## config.mk

```make
export PLATFORM = sky130hd
export DESIGN_NAME = player_ctl_flat
export DESIGN_NICKNAME = d
export VERILOG_FILES = /design/src/rtl/player_ctl_if.sv /design/src/rtl/player_ctl.sv /design/src/flat_wrapper.sv
export SDC_FILE = /design/constraint.sdc
export NUM_CORES = 1
export LEC_CHECK = 0
export BUFFER_PORTS_ARGS = -buffer_cell sky130_fd_sc_hd__clkbuf_2
export CAP_MARGIN = 15
export CORE_UTILIZATION = 47
export CTS_CLUSTER_SIZE = 16
export DETAILED_ROUTE_END_ITERATION = 10
export HOLD_SLACK_MARGIN = 0.05
export PLACE_DENSITY = 0.75
export SLEW_MARGIN = 40
export SYNTH_ARGS = -nofsm -noshare
export SYNTH_HDL_FRONTEND = slang
export SYNTH_SLANG_ARGS = --single-unit
```

## constraint.sdc

```tcl
create_clock -name clk -period 2.1 [get_ports clk]
set_input_delay 0.42 -clock clk [delete_from_list [all_inputs] [get_ports clk]]
set_output_delay 0.42 -clock clk [all_outputs]
set_load 0.03 [all_outputs]
```

## src/rtl/player_ctl_if.sv

```systemverilog
// State encoding shared by the controller and draw_player, plus the draw_player bus.
// master = player_ctl (producer), slave = draw_player (consumer).
package state_pkg;
  typedef enum logic [1:0] {
    IDLE  = 2'd0,
    RIGHT = 2'd1,
    LEFT  = 2'd2
  } State;
endpackage

interface player_ctl_if;
  logic [11:0]     player_xpos;
  logic [11:0]     player_ypos;
  state_pkg::State state;

  modport master (output player_xpos, output player_ypos, output state);
  modport slave  (input  player_xpos, input  player_ypos, input  state);
endinterface

```

## src/rtl/player_ctl.sv

```systemverilog
// Player position/state controller: key levels -> xpos/ypos/State, updated once per frame.
// Optional jump physics enabled by defining PLAYER_JUMP_EN.
module player_ctl
  import state_pkg::*;
#(
  parameter int X_MIN    = 0,
  parameter int X_MAX    = 984,
  parameter int X_INIT   = 0,
  parameter int Y_GROUND = 420,
  parameter int STEP     = 4,
  parameter int JUMP_V   = 12,
  parameter int GRAVITY  = 1
) (
  input  logic            clk,
  input  logic            rst,
  input  logic            vsync,
  input  logic            key_left,
  input  logic            key_right,
  input  logic            key_jump,
  player_ctl_if.master    pif
);

  localparam int KEY_L = 0;
  localparam int KEY_R = 1;
  localparam int KEY_J = 2;
  localparam int NKEYS = 3;

  localparam logic [12:0] X_MIN13 = 13'(X_MIN);
  localparam logic [12:0] X_MAX13 = 13'(X_MAX);
  localparam logic [12:0] STEP13  = 13'(STEP);
  localparam logic [12:0] LO_LIM  = 13'(X_MIN + STEP);
  localparam logic [12:0] HI_LIM  = 13'(X_MAX - STEP);

  logic key_raw      [NKEYS];
  logic key_meta_reg [NKEYS];
  logic key_sync_reg [NKEYS];

  assign key_raw[KEY_L] = key_left;
  assign key_raw[KEY_R] = key_right;
  assign key_raw[KEY_J] = key_jump;

  // Two-flop synchronisers; keys come from an unrelated keyboard clock
  genvar gi;
  generate
    for (gi = 0; gi < NKEYS; gi++) begin : g_sync
      always_ff @(posedge clk) begin
        if (rst) begin
          key_meta_reg[gi] <= 1'b0;
          key_sync_reg[gi] <= 1'b0;
        end else begin
          key_meta_reg[gi] <= key_raw[gi];
          key_sync_reg[gi] <= key_meta_reg[gi];
        end
      end
    end
  endgenerate

  logic vsync_q_reg, vsync_q2_reg;
  logic tick;

  always_ff @(posedge clk) begin
    if (rst) begin
      vsync_q_reg  <= 1'b0;
      vsync_q2_reg <= 1'b0;
    end else begin
      vsync_q_reg  <= vsync;
      vsync_q2_reg <= vsync_q_reg;
    end
  end

  assign tick = vsync_q_reg & ~vsync_q2_reg;

  // Horizontal FSM: state register
  State        state_reg, state_next;
  logic [11:0] xpos_reg, xpos_next;
  logic [12:0] xpos_ext;

  assign xpos_ext = {1'b0, xpos_reg};

  always_ff @(posedge clk) begin
    if (rst) begin
      state_reg <= IDLE;
      xpos_reg  <= 12'(X_INIT);
    end else begin
      state_reg <= state_next;
      xpos_reg  <= xpos_next;
    end
  end

  // Next-state: decided fresh every tick, no memory of the previous direction
  always_comb begin
    state_next = state_reg;
    if (tick) begin
      if (key_sync_reg[KEY_L] && !key_sync_reg[KEY_R])
        state_next = LEFT;
      else if (key_sync_reg[KEY_R] && !key_sync_reg[KEY_L])
        state_next = RIGHT;
      else
        state_next = IDLE;
    end
  end

  // Position follows the new direction in the same cycle, saturating at the bounds
  always_comb begin
    xpos_next = xpos_reg;
    if (tick) begin
      case (state_next)
        LEFT:    xpos_next = (xpos_ext < LO_LIM) ? 12'(X_MIN13) : 12'(xpos_ext - STEP13);
        RIGHT:   xpos_next = (xpos_ext > HI_LIM) ? 12'(X_MAX13) : 12'(xpos_ext + STEP13);
        default: xpos_next = xpos_reg;
      endcase
    end
  end

  assign pif.player_xpos = xpos_reg;
  assign pif.state       = state_reg;

`ifdef PLAYER_JUMP_EN
  typedef enum logic {GROUNDED = 1'b0, AIRBORNE = 1'b1} vstate_t;

  localparam logic signed [12:0] Y_GND_S  = 13'(Y_GROUND);
  localparam logic signed [7:0]  JUMP_V8  = 8'(JUMP_V);
  localparam logic signed [7:0]  GRAV8    = 8'(GRAVITY);

  vstate_t            vstate_reg, vstate_next;
  logic signed [7:0]  vy_reg, vy_next;
  logic [11:0]        ypos_reg, ypos_next;
  logic               jump_prev_reg;
  logic               jump_rise;
  logic signed [12:0] y_step;
  logic               y_landed;

  // Edge detection is sampled only at ticks, so a held key never re-launches
  assign jump_rise = key_sync_reg[KEY_J] & ~jump_prev_reg;
  assign y_step    = $signed({1'b0, ypos_reg}) - $signed({{5{vy_reg[7]}}, vy_reg});
  assign y_landed  = (y_step >= Y_GND_S);

  always_ff @(posedge clk) begin
    if (rst) begin
      vstate_reg    <= GROUNDED;
      vy_reg        <= 8'sd0;
      ypos_reg      <= 12'(Y_GROUND);
      jump_prev_reg <= 1'b0;
    end else begin
      vstate_reg <= vstate_next;
      vy_reg     <= vy_next;
      ypos_reg   <= ypos_next;
      if (tick)
        jump_prev_reg <= key_sync_reg[KEY_J];
    end
  end

  always_comb begin
    vstate_next = vstate_reg;
    if (tick) begin
      case (vstate_reg)
        GROUNDED: if (jump_rise) vstate_next = AIRBORNE;
        AIRBORNE: if (y_landed)  vstate_next = GROUNDED;
        default:  vstate_next = GROUNDED;
      endcase
    end
  end

  // The launch tick only loads the speed; motion starts on the following tick
  always_comb begin
    vy_next   = vy_reg;
    ypos_next = ypos_reg;
    if (tick) begin
      case (vstate_reg)
        GROUNDED: if (jump_rise) vy_next = JUMP_V8;
        AIRBORNE: begin
          if (y_landed) begin
            ypos_next = 12'(Y_GROUND);
            vy_next   = 8'sd0;
          end else begin
            ypos_next = y_step[11:0];
            vy_next   = vy_reg - GRAV8;
          end
        end
        default: begin
          ypos_next = 12'(Y_GROUND);
          vy_next   = 8'sd0;
        end
      endcase
    end
  end

  assign pif.player_ypos = ypos_reg;
`else
  logic unused_jump;
  assign unused_jump     = key_sync_reg[KEY_J] ^ (JUMP_V != 0) ^ (GRAVITY != 0);
  assign pif.player_ypos = 12'(Y_GROUND);
`endif

endmodule

```

## src/flat_wrapper.sv

```systemverilog
// flat-port wrapper written by rule: the top's interface ports become plain ports
module player_ctl_flat import state_pkg::*;
#(
  parameter int X_MIN    = 0,
  parameter int X_MAX    = 984,
  parameter int X_INIT   = 0,
  parameter int Y_GROUND = 420,
  parameter int STEP     = 4,
  parameter int JUMP_V   = 12,
  parameter int GRAVITY  = 1
)
  (clk, rst, vsync, key_left, key_right, key_jump, pif_player_xpos, pif_player_ypos, pif_state);
  player_ctl_if pif_i ();
  input  logic clk;
  input  logic rst;
  input  logic vsync;
  input  logic key_left;
  input  logic key_right;
  input  logic key_jump;
  output wire logic [$bits(pif_i.player_xpos)-1:0] pif_player_xpos;
  output wire logic [$bits(pif_i.player_ypos)-1:0] pif_player_ypos;
  output wire logic [$bits(pif_i.state)-1:0] pif_state;
  assign pif_player_xpos = pif_i.player_xpos;
  assign pif_player_ypos = pif_i.player_ypos;
  assign pif_state = pif_i.state;
  player_ctl #(.X_MIN(X_MIN), .X_MAX(X_MAX), .X_INIT(X_INIT), .Y_GROUND(Y_GROUND), .STEP(STEP), .JUMP_V(JUMP_V), .GRAVITY(GRAVITY)) u_core (.clk(clk), .rst(rst), .vsync(vsync), .key_left(key_left), .key_right(key_right), .key_jump(key_jump), .pif(pif_i));
endmodule
```

==> results of run 1 <==
## what timing repair did
| action | in CTS | in global routing |
|---|---|---|
| setup endpoints to repair | 0 | 7 |
| hold endpoints to repair | 0 | 0 |
| resized for setup | 0 | 7 |
## through the flow
| step | total power [µW] | std cells | instance area [µm²] | setup slack [ns] | util [%] |
|---|---|---|---|---|---|
| finish | 707.5 | 187 | 1343 | 0.1062 | 54.19 |
| global route | 738.4 | 187 | 1343 | -0.02870 | 54.19 |
| CTS | 707.4 | 187 | 1309 | 0.007517 | 52.83 |
| detailed placement | 486.5 | 183 | 1272 | 0.03439 | 51.36 |
| global placement | 483.1 | 183 | 1272 | 0.1001 | 51.36 |
| floorplan | 485.7 | 157 | 1282 | 0.04529 | - |
## report_power, final
part	internal (µW)	total (µW)	switching (µW)
registers	350	358	8.82
logic	42.5	129	86.0
clock network	106	220	115
total	498	708	209
## worst register-to-register path, stage by stage, from the launching register on
cell and delay, ns:
sky130_fd_sc_hd__dfxtp_1 0.31, sky130_fd_sc_hd__nand2b_1 0.17, sky130_fd_sc_hd__buf_4 0.17, sky130_fd_sc_hd__o21ai_1 0.17
sky130_fd_sc_hd__ha_2 0.22, sky130_fd_sc_hd__buf_4 0.21, sky130_fd_sc_hd__o211ai_1 0.12, sky130_fd_sc_hd__and3_2 0.29
sky130_fd_sc_hd__a311oi_1 0.24
## synthesized netlist by cell type (2+ instances only)
master / instances
sky130_fd_sc_hd__a211oi_1: 3
sky130_fd_sc_hd__a21oi_1: 3
sky130_fd_sc_hd__a221oi_1: 2
sky130_fd_sc_hd__a311oi_1: 5
sky130_fd_sc_hd__a31oi_1: 2
sky130_fd_sc_hd__and3_1: 2
sky130_fd_sc_hd__buf_4: 14
sky130_fd_sc_hd__buf_6: 3
sky130_fd_sc_hd__clkbuf_1: 8
sky130_fd_sc_hd__conb_1: 2
sky130_fd_sc_hd__dfxtp_1: 18
sky130_fd_sc_hd__ha_1: 4
sky130_fd_sc_hd__inv_1: 3
sky130_fd_sc_hd__nand2_1: 3
sky130_fd_sc_hd__nand2b_1: 2
sky130_fd_sc_hd__nand3_1: 4
sky130_fd_sc_hd__nand4_1: 4
sky130_fd_sc_hd__nor2_1: 8
sky130_fd_sc_hd__nor2b_1: 8
sky130_fd_sc_hd__nor3_1: 6
sky130_fd_sc_hd__nor3b_1: 4
sky130_fd_sc_hd__nor4b_4: 2
sky130_fd_sc_hd__o21a_1: 4
sky130_fd_sc_hd__o21ai_0: 5
sky130_fd_sc_hd__o21ai_1: 4
sky130_fd_sc_hd__xnor2_1: 2
sky130_fd_sc_hd__xor2_1: 2
## layer usage
metal | share of wire [%] | vias up | track usage, %
met3 | 4.5 | 4 | 4.023
met1 | 46 | 509 | 22.93
met2 | 49 | 30 | 36.25
li1 | - | 525 | -
met4 | 0.85 | 0 | 7.895
met5 | 0 | - | 0
## cells by family (layout without fill, tap and decap cells)
kind of cell	after synthesis	in the layout	synth area share (%)
and+or+nand+nor	53	53	28.37
muxes	1	1	0.8106
AOI/OAI and AO/OA	34	34	19.25
xor gates and xnor gates	4	4	2.837
other	2	14	0.6081
DFF	18	18	29.18
adders and majority gates	4	4	4.053
buffers and inverters	29	29	14.89
## final timing paths
check	from	endpoint	slack, ns	depth (start not counted)
max reg2reg	u_core.vsync_q2_reg	u_core.pif.player_xpos[8]	0.11	8
min reg2reg	u_core.key_meta_reg[0]	u_core.key_sync_reg[0]	0.45	1
max	u_core.vsync_q2_reg	u_core.pif.player_xpos[8]	0.11	8
min	vsync	u_core.vsync_q_reg	0.33	2
## layout make-up
cell class / count / area (µm²)
Clock buffer: 4 / 36.28
Inverter: 3 / 11.26
Sequential cell: 18 / 360.3
Fill cell: 239 / 1135
Multi-Input combinational cell: 110 / 772.0
Timing Repair Buffer: 22 / 125.1
Tap cell: 30 / 37.54
==> impl_metrics.sql, run 1 <==
INSERT INTO impl_metrics (metric_group, metric, value, unit) VALUES
('timing', 'tightestPinTransition', '0.5384', 'ns'),
('timing', 'rsz0062_at_grt', 'true', ''),
('synth', 'synth-seq-cells', '18', ''),
('worst_hold_path', 'worst_hold_path_type', 'input pin to flop', ''),
('clock_tree', 'clock_tree.root_cell', 'sky130_fd_sc_hd__clkbuf_4', ''),
('setup_path', 'critPathKind', 'flop to flop', ''),
('drt', 'first_pass_iters', '4', ''),
('clock_tree', 'clkLatencyLatePin', '0.30', 'ns'),
('synth', 'yosysUniqueCellTypes', '45', ''),
('global_routing', 'grt_antenna_before_repair', '0', ''),
('floorplanning', 'die_area', '0.002837', 'mm²'),
('drt', 'detailroute.via_count', '1068', ''),
('setup_path', 'worst_path_dominant_cell_family', 'compound AO/OA/AOI/OAI gates', ''),
('setup_path', 'path_common_cell', 'sky130_fd_sc_hd__buf_4', ''),
('setup_path', 'crit_path_max_incr_delay', '0.31', 'ns'),
('power_and_ir_drop', 'power.ir.vdd_worst', '419.0', 'µV'),
('global_routing', 'grt_start_max_net_pins', '20', ''),
('floorplanning', 'placement_rows', '18', ''),
('synth', 'synth_area_per_cell', '8.517', 'µm²'),
('global_routing', 'vias_in_the_first_global_route', '944', ''),
('setup_path', 'cell_chain_of_the_critical_path', 'nand2b_1 > buf_4 > o21ai_1 > ha_2 > buf_4 > o211ai_1 > and3_2 > a311oi_1', ''),
('synth', 'seq_area_frac_synth', '29.18', '%'),
('job', 'drv.max_cap_violation_count', '0', ''),
('clock_tree', 'cts-hold-fix-buffers', '0', ''),
('global_routing', 'grt_pass1_wl', '4098', 'µm'),
('synth', 'netlist_area', '0.001235', 'mm²'),
('synth', 'synth-async-reset-ratio', '0', '%'),
('global_routing', 'overflow', '0', ''),
('timing', 'max-slew-margin-rel', '64.06', '%'),
('placed_design', 'gp_congestion', '0.8892', ''),
('floorplanning', 'floorplan.initialDensity', '49.85', '%'),
('final_layout', 'antenna_diode_count', '0', ''),
('drt', 'detailedRoute.firstIterationViolations', '27', ''),
('clock_tree', 'cts_inserted_buffers', '3', ''),
('setup_path', 'setup.worst_path.end_class', 'flop', ''),
('timing', 'final.setup.tns', '0', 'ns'),
('power_and_ir_drop', 'power_per_cell_area', '527.0', 'mW/mm²'),
('placed_design', 'place.port_buffers', '16', ''),
('final_layout', 'final_layout_size_suffix_gt1_share', '24.84', '%'),
('placed_design', 'dp_hpwl', '1781', 'µm'),
('setup_path', 'cp.buffers_inverters', '2', ''),
('timing', 'fmaxAchievable', '0.5016', 'GHz'),
('drt', 'routed_wirelength', '2708', 'µm'),
('clock_tree', 'ctsLongestPathBuffers', '2', ''),
('synth', 'synth_largest_area_cell', 'sky130_fd_sc_hd__dfxtp_1', ''),
('floorplanning', 'i_o_pin_count', '32', ''),
('clock_tree', 'clock_transition_at_the_register_clock_pins_on_the_worst_setup_and_hold_paths_after_cts', '0.11', 'ns'),
('final_layout', 'largest_register_ff_count', '10', ''),
('synth', 'synth_largest_type_area_fraction', '29.18', '%'),
('timing', 'worst_clk_skew', '0.0009887', 'ns'),
('synth', 'synth-main-ff-cell', 'sky130_fd_sc_hd__dfxtp_1', ''),
('timing', 'drv_slew', '0', ''),
('drt', 'routed_wire_length_per_instance', '14.48', 'µm'),
('setup_path', 'start_kind', 'flop', ''),
('global_routing', 'grt_usage', '20.20', '%'),
('timing', 'timing_hold_violations_final', '0', ''),
('setup_path', 'critical_path.max_fanout', '15', ''),
('clock_tree', 'cts_tree', 'done', ''),
('final_layout', 'final_nets', '168', ''),
('timing', 'setup-violations-final', '0', ''),
('floorplanning', 'die_x', '53.26', 'µm'),
('floorplanning', 'chipHeight', '53.26', 'µm'),
('clock_tree', 'cts_max_level', '1', ''),
('timing', 'timing.final.crit_period', '1.994', 'ns'),
('run_status', 'run_status', 'completed', ''),
('synth', 'post_synth_inst_count', '145', ''),
('synth', 'synth.top_cells.by_area', 'sky130_fd_sc_hd__dfxtp_1, sky130_fd_sc_hd__buf_4, sky130_fd_sc_hd__ha_1', ''),
('synth', 'synth.yosys.warnings', '0', ''),
('floorplanning', 'core_area', '0.002477', 'mm²'),
('drt', 'average_via_count_per_standard_cell', '5.711', ''),
('timing', 'holdWs', '0.3260', 'ns');
No activity file was read; power rests on OpenSTA's default activity.
==> run 2, diff against run 1 <==
--- a/config.mk
+++ b/config.mk
@@ -12,6 +12,7 @@
 export DETAILED_ROUTE_END_ITERATION = 10
 export HOLD_SLACK_MARGIN = 0.05
 export PLACE_DENSITY = 0.75
+export REMOVE_ABC_BUFFERS = 1
 export SLEW_MARGIN = 40
 export SYNTH_ARGS = -nofsm -noshare
 export SYNTH_HDL_FRONTEND = slang
==> run 2 against run 1 <==
Compared with the run above:
- total power increased by 0.62%
- sequential cell count unchanged
- sequential power barely moved
- final cell count grew 0.53%
- clock power hardly changed
- hold slack improved by 0.00079 ns
- largest cell class unchanged
==> impl_metrics.sql, run 2 (synthesized netlist as in run 1, its figures left out) <==
INSERT INTO impl_metrics (metric_group, metric, value, unit) VALUES
('setup_path', 'timing.critical_path.required', '2.31', 'ns'),
('setup_path', 'worst_path_dominant_cell_family', 'simple AND/OR/NAND/NOR gates', ''),
('global_routing', 'grt_pass1_wl', '4374', 'µm'),
('drt', 'routed_wirelength', '2787', 'µm'),
('power_and_ir_drop', 'power_leakage', '0.0005462', 'µW'),
('floorplanning', 'core_area', '0.002477', 'mm²'),
('clock_tree', 'cts_inserted_buffers', '3', ''),
('placed_design', 'gp_congestion', '0.8694', ''),
('drt', 'first_pass_iters', '4', ''),
('clock_tree', 'cts_max_level', '1', ''),
('floorplanning', 'placement_rows', '18', ''),
('final_layout', 'area.sequential', '360.3', 'µm²'),
('setup_path', 'start_kind', 'flop', ''),
('global_routing', 'grt_start_max_net_pins', '20', ''),
('final_layout', 'flow.area_growth_from_synthesis', '10.54', '%'),
('timing', 'timing.final.crit_period', '1.992', 'ns'),
('final_layout', 'final_nets', '169', ''),
('placed_design', 'dp_hpwl', '1887', 'µm'),
('timing', 'fmaxAchievable', '0.5020', 'GHz'),
('setup_path', 'regToRegSetupSlack', '0.11', 'ns'),
('timing', 'drv_slew', '0', ''),
('floorplanning', 'floorplan.initialDensity', '49.85', '%'),
('setup_path', 'timing.critical_path.slowest_stage_cell', 'sky130_fd_sc_hd__or4b_4', ''),
('clock_tree', 'ctsLongestPathBuffers', '2', ''),
('timing', 'max-slew-margin-rel', '63.75', '%'),
('setup_path', 'rr_worst_depth', '9', ''),
('final_layout', 'final_common_cell', 'sky130_fd_sc_hd__dfxtp_1', ''),
('setup_path', 'setup.worst_path.end_class', 'flop', ''),
('final_layout', 'multi_input_area', '779.5', 'µm²'),
('worst_hold_path', 'min_from', 'key_left', ''),
('final_layout', 'largest_register_ff_count', '10', ''),
('floorplanning', 'die_area', '0.002837', 'mm²'),
('worst_hold_path', 'worst_hold_path_type', 'input pin to flop', ''),
('worst_hold_path', 'holdPathEnd', 'u_core.key_meta_reg[0]', ''),
('floorplanning', 'die_x', '53.26', 'µm'),
('power_and_ir_drop', 'power_per_cell_area', '521.5', 'mW/mm²'),
('setup_path', 'critPathKind', 'flop to flop', ''),
('job', 'drv.max_cap_violation_count', '0', ''),
('run_status', 'run_status', 'completed', ''),
('final_layout', 'mostFrequentLayoutCells', 'sky130_fd_sc_hd__dfxtp_1, sky130_fd_sc_hd__clkbuf_2, sky130_fd_sc_hd__conb_1', ''),
('floorplanning', 'chipHeight', '53.26', 'µm'),
('setup_path', 'critical_path.max_fanout', '5', ''),
('final_layout', 'nFillCells', '225', ''),
('timing', 'final.setup.tns', '0', 'ns'),
('setup_path', 'timing.critical_path.arrival', '2.21', 'ns'),
('clock_tree', 'post_cts.repair.setup_buffers', '0', ''),
('setup_path', 'r2r-start', 'u_core.vsync_q_reg', ''),
('timing', 'tightestPinTransition', '0.5431', 'ns'),
('drt', 'detailroute.via_count', '1092', ''),
('power_and_ir_drop', 'power.ir.vdd_worst', '378.4', 'µV'),
('timing', 'timing_hold_violations_final', '0', ''),
('setup_path', 'crit_path_max_incr_delay', '0.50', 'ns'),
('drt', 'antenna_left', '0', ''),
('clock_tree', 'cts_num_sinks', '18', ''),
('drt', 'routed_wire_length_per_instance', '14.82', 'µm'),
('final_layout', 'final_layout_size_suffix_gt1_share', '25.95', '%'),
('global_routing', 'vias_in_the_first_global_route', '936', ''),
('timing', 'holdWs', '0.3268', 'ns'),
('setup_path', 'cell_chain_of_the_critical_path', 'nand2b_4 > buf_6 > nand2_1 > o21ai_2 > ha_2 > or4b_4 > a211oi_2 > nor3b_1 > a221oi_1', ''),
('clock_tree', 'clkLatencyLatePin', '0.31', 'ns'),
('floorplanning', 'i_o_pin_count', '32', ''),
('timing', 'setup-violations-final', '0', ''),
('setup_path', 'cp.buffers_inverters', '1', ''),
('placed_design', 'place.port_buffers', '16', ''),
('global_routing', 'overflow', '0', ''),
('worst_hold_path', 'min_delay_path_depth', '2', ''),
('global_routing', 'grt_antenna_before_repair', '0', ''),
('setup_path', 'critical_path.reg2reg.endpoint', 'u_core.pif.player_xpos[6]', ''),
('global_routing', 'grt_usage', '21.33', '%'),
('clock_tree', 'clock_transition_at_the_register_clock_pins_on_the_worst_setup_and_hold_paths_after_cts', '0.11', 'ns'),
('drt', 'drc', '0', ''),
('drt', 'average_via_count_per_standard_cell', '5.809', ''),
('clock_tree', 'cts_tree', 'done', ''),
('final_layout', 'antenna_diode_count', '0', ''),
('timing', 'final_min_period_over_clock_period', '94.87', '%'),
('timing', 'worst_clk_skew', '0.01297', 'ns'),
('drt', 'detailedRoute.firstIterationViolations', '68', ''),
('clock_tree', 'clock_tree.root_cell', 'sky130_fd_sc_hd__clkbuf_4', '');
## run 2: layer usage
layer  track usage, %  up-vias  share of wire [%]
met2            35.42       47                 49
met3            2.011       11                5.5
met5                0        -                  0
met1            27.41      515                 43
met4            9.649        0                2.2
li1                 -      519                  -
## run 2: timing repair
action / in CTS / in global routing
pin swaps: 1 / 5
endpoints found under the setup margin: 1 / 6
gates cloned: 0 / 0
hold buffers: 0 / 0
resized for setup: 2 / 9
endpoints found under the hold margin: 0 / 0
## run 2: how the worst max path moves through the flow
stage | start | endpoint | slack, ns | cells past startpoint
2_1_floorplan | u_core.vsync_q2_reg | u_core.pif.player_xpos[6] | -0.1 | 8
3_3_place_gp | u_core.vsync_q2_reg | u_core.pif.player_xpos[6] | 0.08 | 8
3_5_place_dp | u_core.vsync_q2_reg | u_core.pif.player_xpos[6] | -0.02 | 9
4_1_cts | u_core.vsync_q2_reg | u_core.pif.player_xpos[6] | 0.03 | 9
5_1_grt | u_core.vsync_q_reg | u_core.pif.player_xpos[6] | -0.02 | 9
6_report | u_core.vsync_q_reg | u_core.pif.player_xpos[6] | 0.11 | 9
## run 2: through the flow
stage,cell area [µm²],cells,total power [µW],setup slack [ns],utilization [%]
after floorplan,1107,131,456.8,-0.09757,-
after global placement,1277,184,483.9,0.08069,51.57
after detailed placement,1277,184,488.4,-0.01564,51.57
after CTS,1323,188,712.2,0.02763,53.38
after global routing,1365,188,745.7,-0.01680,55.10
final,1365,188,711.9,0.1078,55.10
## run 2: layout make-up
| class | instances | area share, % |
|---|---|---|
| flip-flops and latches | 18 | 26.40 |
| multi-input cells | 110 | 57.10 |
| inverters | 3 | 0.8249 |
| clock buffers | 4 | 2.658 |
| repair buffers | 23 | 10.27 |
| well taps | 30 | 2.750 |
## run 2: power by group
part	internal [µW]	leakage [µW]	total [µW]	switching (µW)
logic	45.9	0.000379	132	86.1
clock network	106	0.0000210	221	115
registers	350	0.000146	359	9.15
total	501	0.000546	712	210
==> run 3, diff against run 2 <==
--- a/config.mk
+++ b/config.mk
@@ -7,6 +7,7 @@
 export LEC_CHECK = 0
 export BUFFER_PORTS_ARGS = -buffer_cell sky130_fd_sc_hd__clkbuf_2
 export CAP_MARGIN = 15
+export CORE_ASPECT_RATIO = 1.25
 export CORE_UTILIZATION = 47
 export CTS_CLUSTER_SIZE = 16
 export DETAILED_ROUTE_END_ITERATION = 10
==> run 3 against run 2 <==
Compared with the run above:
- first-iteration DRC count shrank 51%
- final cell count unchanged
- total power down 7.3%
- non-clock buffer count decreased by 2
- clock skew fell by 0.0052 ns
- global-route usage is 2.1 points lower
- sequential share of layout area is 0.94 points higher
- utilization decreased by 1.2 points
- critical endpoint is now u_core.pif.player_xpos[3]
==> impl_metrics.sql, run 3 (synthesized netlist as in run 1, its figures left out) <==
INSERT INTO impl_metrics (metric_group, metric, value, unit) VALUES
('final_layout', 'mostFrequentLayoutCells', 'sky130_fd_sc_hd__dfxtp_1, sky130_fd_sc_hd__clkbuf_2, sky130_fd_sc_hd__conb_1', ''),
('clock_tree', 'clock_tree.root_cell', 'sky130_fd_sc_hd__clkbuf_4', ''),
('floorplanning', 'chipHeight', '59.31', 'µm'),
('final_layout', 'fin_util', '53.93', '%'),
('final_layout', 'area.sequential', '361.6', 'µm²'),
('timing', 'drv_slew', '0', ''),
('floorplanning', 'core_area', '0.002452', 'mm²'),
('clock_tree', 'cts_inserted_buffers', '3', ''),
('global_routing', 'grtUsageMet1', '24.72', '%'),
('timing', 'worst_clk_skew', '0.007725', 'ns'),
('setup_path', 'r2r-start', 'u_core.vsync_q2_reg', ''),
('timing', 'tightestPinTransition', '0.5260', 'ns'),
('timing', 'max-slew-margin-rel', '64.89', '%'),
('setup_path', 'setup.worst_path.end_class', 'flop', ''),
('clock_tree', 'post_cts.repair.setup_buffers', '0', ''),
('global_routing', 'overflow', '0', ''),
('drt', 'antenna_left', '0', ''),
('clock_tree', 'cts_max_level', '1', ''),
('power_and_ir_drop', 'power_per_cell_area', '499.2', 'mW/mm²'),
('run_status', 'run_status', 'completed', ''),
('power_and_ir_drop', 'power_leakage', '0.0005271', 'µW'),
('drt', 'average_via_count_per_standard_cell', '5.681', ''),
('setup_path', 'critPathKind', 'flop to flop', ''),
('global_routing', 'grt_start_max_net_pins', '20', ''),
('clock_tree', 'cts_tree', 'done', ''),
('power_and_ir_drop', 'power.ir.vdd_worst', '226.3', 'µV'),
('floorplanning', 'die_x', '47.85', 'µm'),
('placed_design', 'place.port_buffers', '16', ''),
('timing', 'setup-violations-final', '0', ''),
('timing', 'timing.final.crit_period', '1.997', 'ns'),
('timing', 'timing_hold_violations_final', '0', ''),
('setup_path', 'worst-path-stages', '8', ''),
('setup_path', 'regToRegSetupSlack', '0.10', 'ns'),
('setup_path', 'timing.critical_path.required', '2.29', 'ns'),
('job', 'drv.max_cap_violation_count', '0', ''),
('global_routing', 'global_route.peak_usage_layer', 'met2', ''),
('drt', 'detailedRoute.firstIterationViolations', '33', ''),
('final_layout', 'finalInstanceArea', '0.001323', 'mm²'),
('global_routing', 'vias_in_the_first_global_route', '922', ''),
('timing', 'final_min_period_over_clock_period', '95.07', '%'),
('worst_hold_path', 'worst_hold_path_type', 'input pin to flop', ''),
('drt', 'drc', '0', ''),
('setup_path', 'critical_path.max_fanout', '15', ''),
('final_layout', 'flow.area_growth_from_synthesis', '7.092', '%'),
('timing', 'final.setup.tns', '0', 'ns'),
('final_layout', 'final_common_cell', 'sky130_fd_sc_hd__dfxtp_1', ''),
('placed_design', 'dp_hpwl', '1711', 'µm'),
('setup_path', 'cell_chain_of_the_critical_path', 'nand2b_4 > buf_4 > o21ai_1 > ha_2 > buf_6 > o21ai_0 > and3_2 > a221oi_1', ''),
('clock_tree', 'ctsLongestPathBuffers', '2', ''),
('final_layout', 'nFillCells', '245', ''),
('final_layout', 'largest_register_ff_count', '10', ''),
('setup_path', 'crit_path_max_incr_delay', '0.31', 'ns'),
('timing', 'fmaxAchievable', '0.5009', 'GHz'),
('worst_hold_path', 'min_from', 'vsync', ''),
('final_layout', 'final_nets', '167', ''),
('setup_path', 'timing.critical_path.slowest_stage_cell', 'sky130_fd_sc_hd__dfxtp_1', ''),
('setup_path', 'rr_worst_depth', '8', ''),
('placed_design', 'placed_cell_area', '0.001266', 'mm²'),
('setup_path', 'critical_path.reg2reg.endpoint', 'u_core.pif.player_xpos[3]', ''),
('placed_design', 'gp_congestion', '0.7939', ''),
('global_routing', 'grt_pass1_wl', '3953', 'µm'),
('global_routing', 'globalRouteMet2Util', '31.47', '%'),
('setup_path', 'worst_path_dominant_cell_family', 'compound AO/OA/AOI/OAI gates', ''),
('floorplanning', 'i_o_pin_count', '32', ''),
('clock_tree', 'cts_num_sinks', '18', ''),
('final_layout', 'antenna_diode_count', '0', ''),
('drt', 'first_pass_iters', '4', ''),
('final_layout', 'final_layout_size_suffix_gt1_share', '24.52', '%'),
('drt', 'routed_wirelength', '2527', 'µm'),
('drt', 'detailroute.via_count', '1068', ''),
('global_routing', 'grt_usage', '19.21', '%'),
('global_routing', 'groute.layer.met3.usage', '2.744', '%'),
('setup_path', 'start_kind', 'flop', ''),
('global_routing', 'grt_antenna_before_repair', '0', ''),
('setup_path', 'crit_end', 'u_core.pif.player_xpos[3]', ''),
('setup_path', 'cp_launch_point', 'u_core.vsync_q2_reg', ''),
('final_layout', 'multi_input_area', '764.5', 'µm²'),
('clock_tree', 'clkLatencyLatePin', '0.29', 'ns'),
('floorplanning', 'floorplan.initialDensity', '50.36', '%'),
('setup_path', 'timing.critical_path.arrival', '2.19', 'ns'),
('floorplanning', 'die_area', '0.002838', 'mm²'),
('clock_tree', 'cts-hold-fix-buffers', '0', ''),
('clock_tree', 'clock_transition_at_the_register_clock_pins_on_the_worst_setup_and_hold_paths_after_cts', '0.11', 'ns'),
('setup_path', 'cp.buffers_inverters', '2', ''),
('drt', 'routed_wire_length_per_instance', '13.44', 'µm'),
('floorplanning', 'placement_rows', '20', '');
-- run 3: cell count changes in the layout (fill, tap and decap cells not counted), sizes merged --
cell	change
clkbuf	-1
buf	-2
-- run 3: how the worst min path moves through the flow --
stage                                   endpoint  depth (start not counted)  slack (ns)
after floorplan           u_core.key_sync_reg[0]                          1        0.41
after global placement    u_core.key_sync_reg[0]                          1        0.42
after detailed placement  u_core.key_sync_reg[1]                          1        0.43
after CTS                 u_core.key_meta_reg[1]                          2        0.34
after global routing      u_core.key_meta_reg[1]                          2        0.35
final                         u_core.vsync_q_reg                          2        0.34
-- run 3: report_power, final --
| part | switching [µW] | leakage [µW] | total, µW | internal (µW) |
|---|---|---|---|---|
| Clock | 109 | 0.0000138 | 176 | 66.7 |
| Sequential | 9.54 | 0.000147 | 359 | 350 |
| Combinational | 83.3 | 0.000367 | 125 | 41.9 |
-- run 3: final cells by class --
type                    count  share of cell area, %
inverters                   3                 0.8515
flip-flops and latches     18                  27.34
well taps                  33                  3.122
multi-input cells         110                  57.81
clock buffers               3                  1.703
repair buffers             21                  9.177
-- run 3: metal layers --
metal	vias up	part of all wire, %
li1	516	-
met1	518	45
met2	32	50
met3	2	4.0
met4	0	0.51
met5	-	0
-- run 3: what timing repair did --
action / CTS / global route
resized for setup: 3 / 6
pin swaps: 0 / 3
hold endpoints to repair: 0 / 0
endpoints found under the setup margin: 1 / 6
-- run 3: through the flow --
stage          total power [µW]  std cells  worst slack (ns)  hold WS [ns]
6_report                  660.2        188            0.1035        0.3439
4_1_cts                   657.8        188           0.01241        0.3364
3_3_place_gp              482.3        185           0.03750        0.4228
5_1_grt                   683.8        188         -0.007390        0.3483
2_1_floorplan             456.8        131          -0.09757        0.4138
3_5_place_dp              484.8        185          -0.01876        0.4319
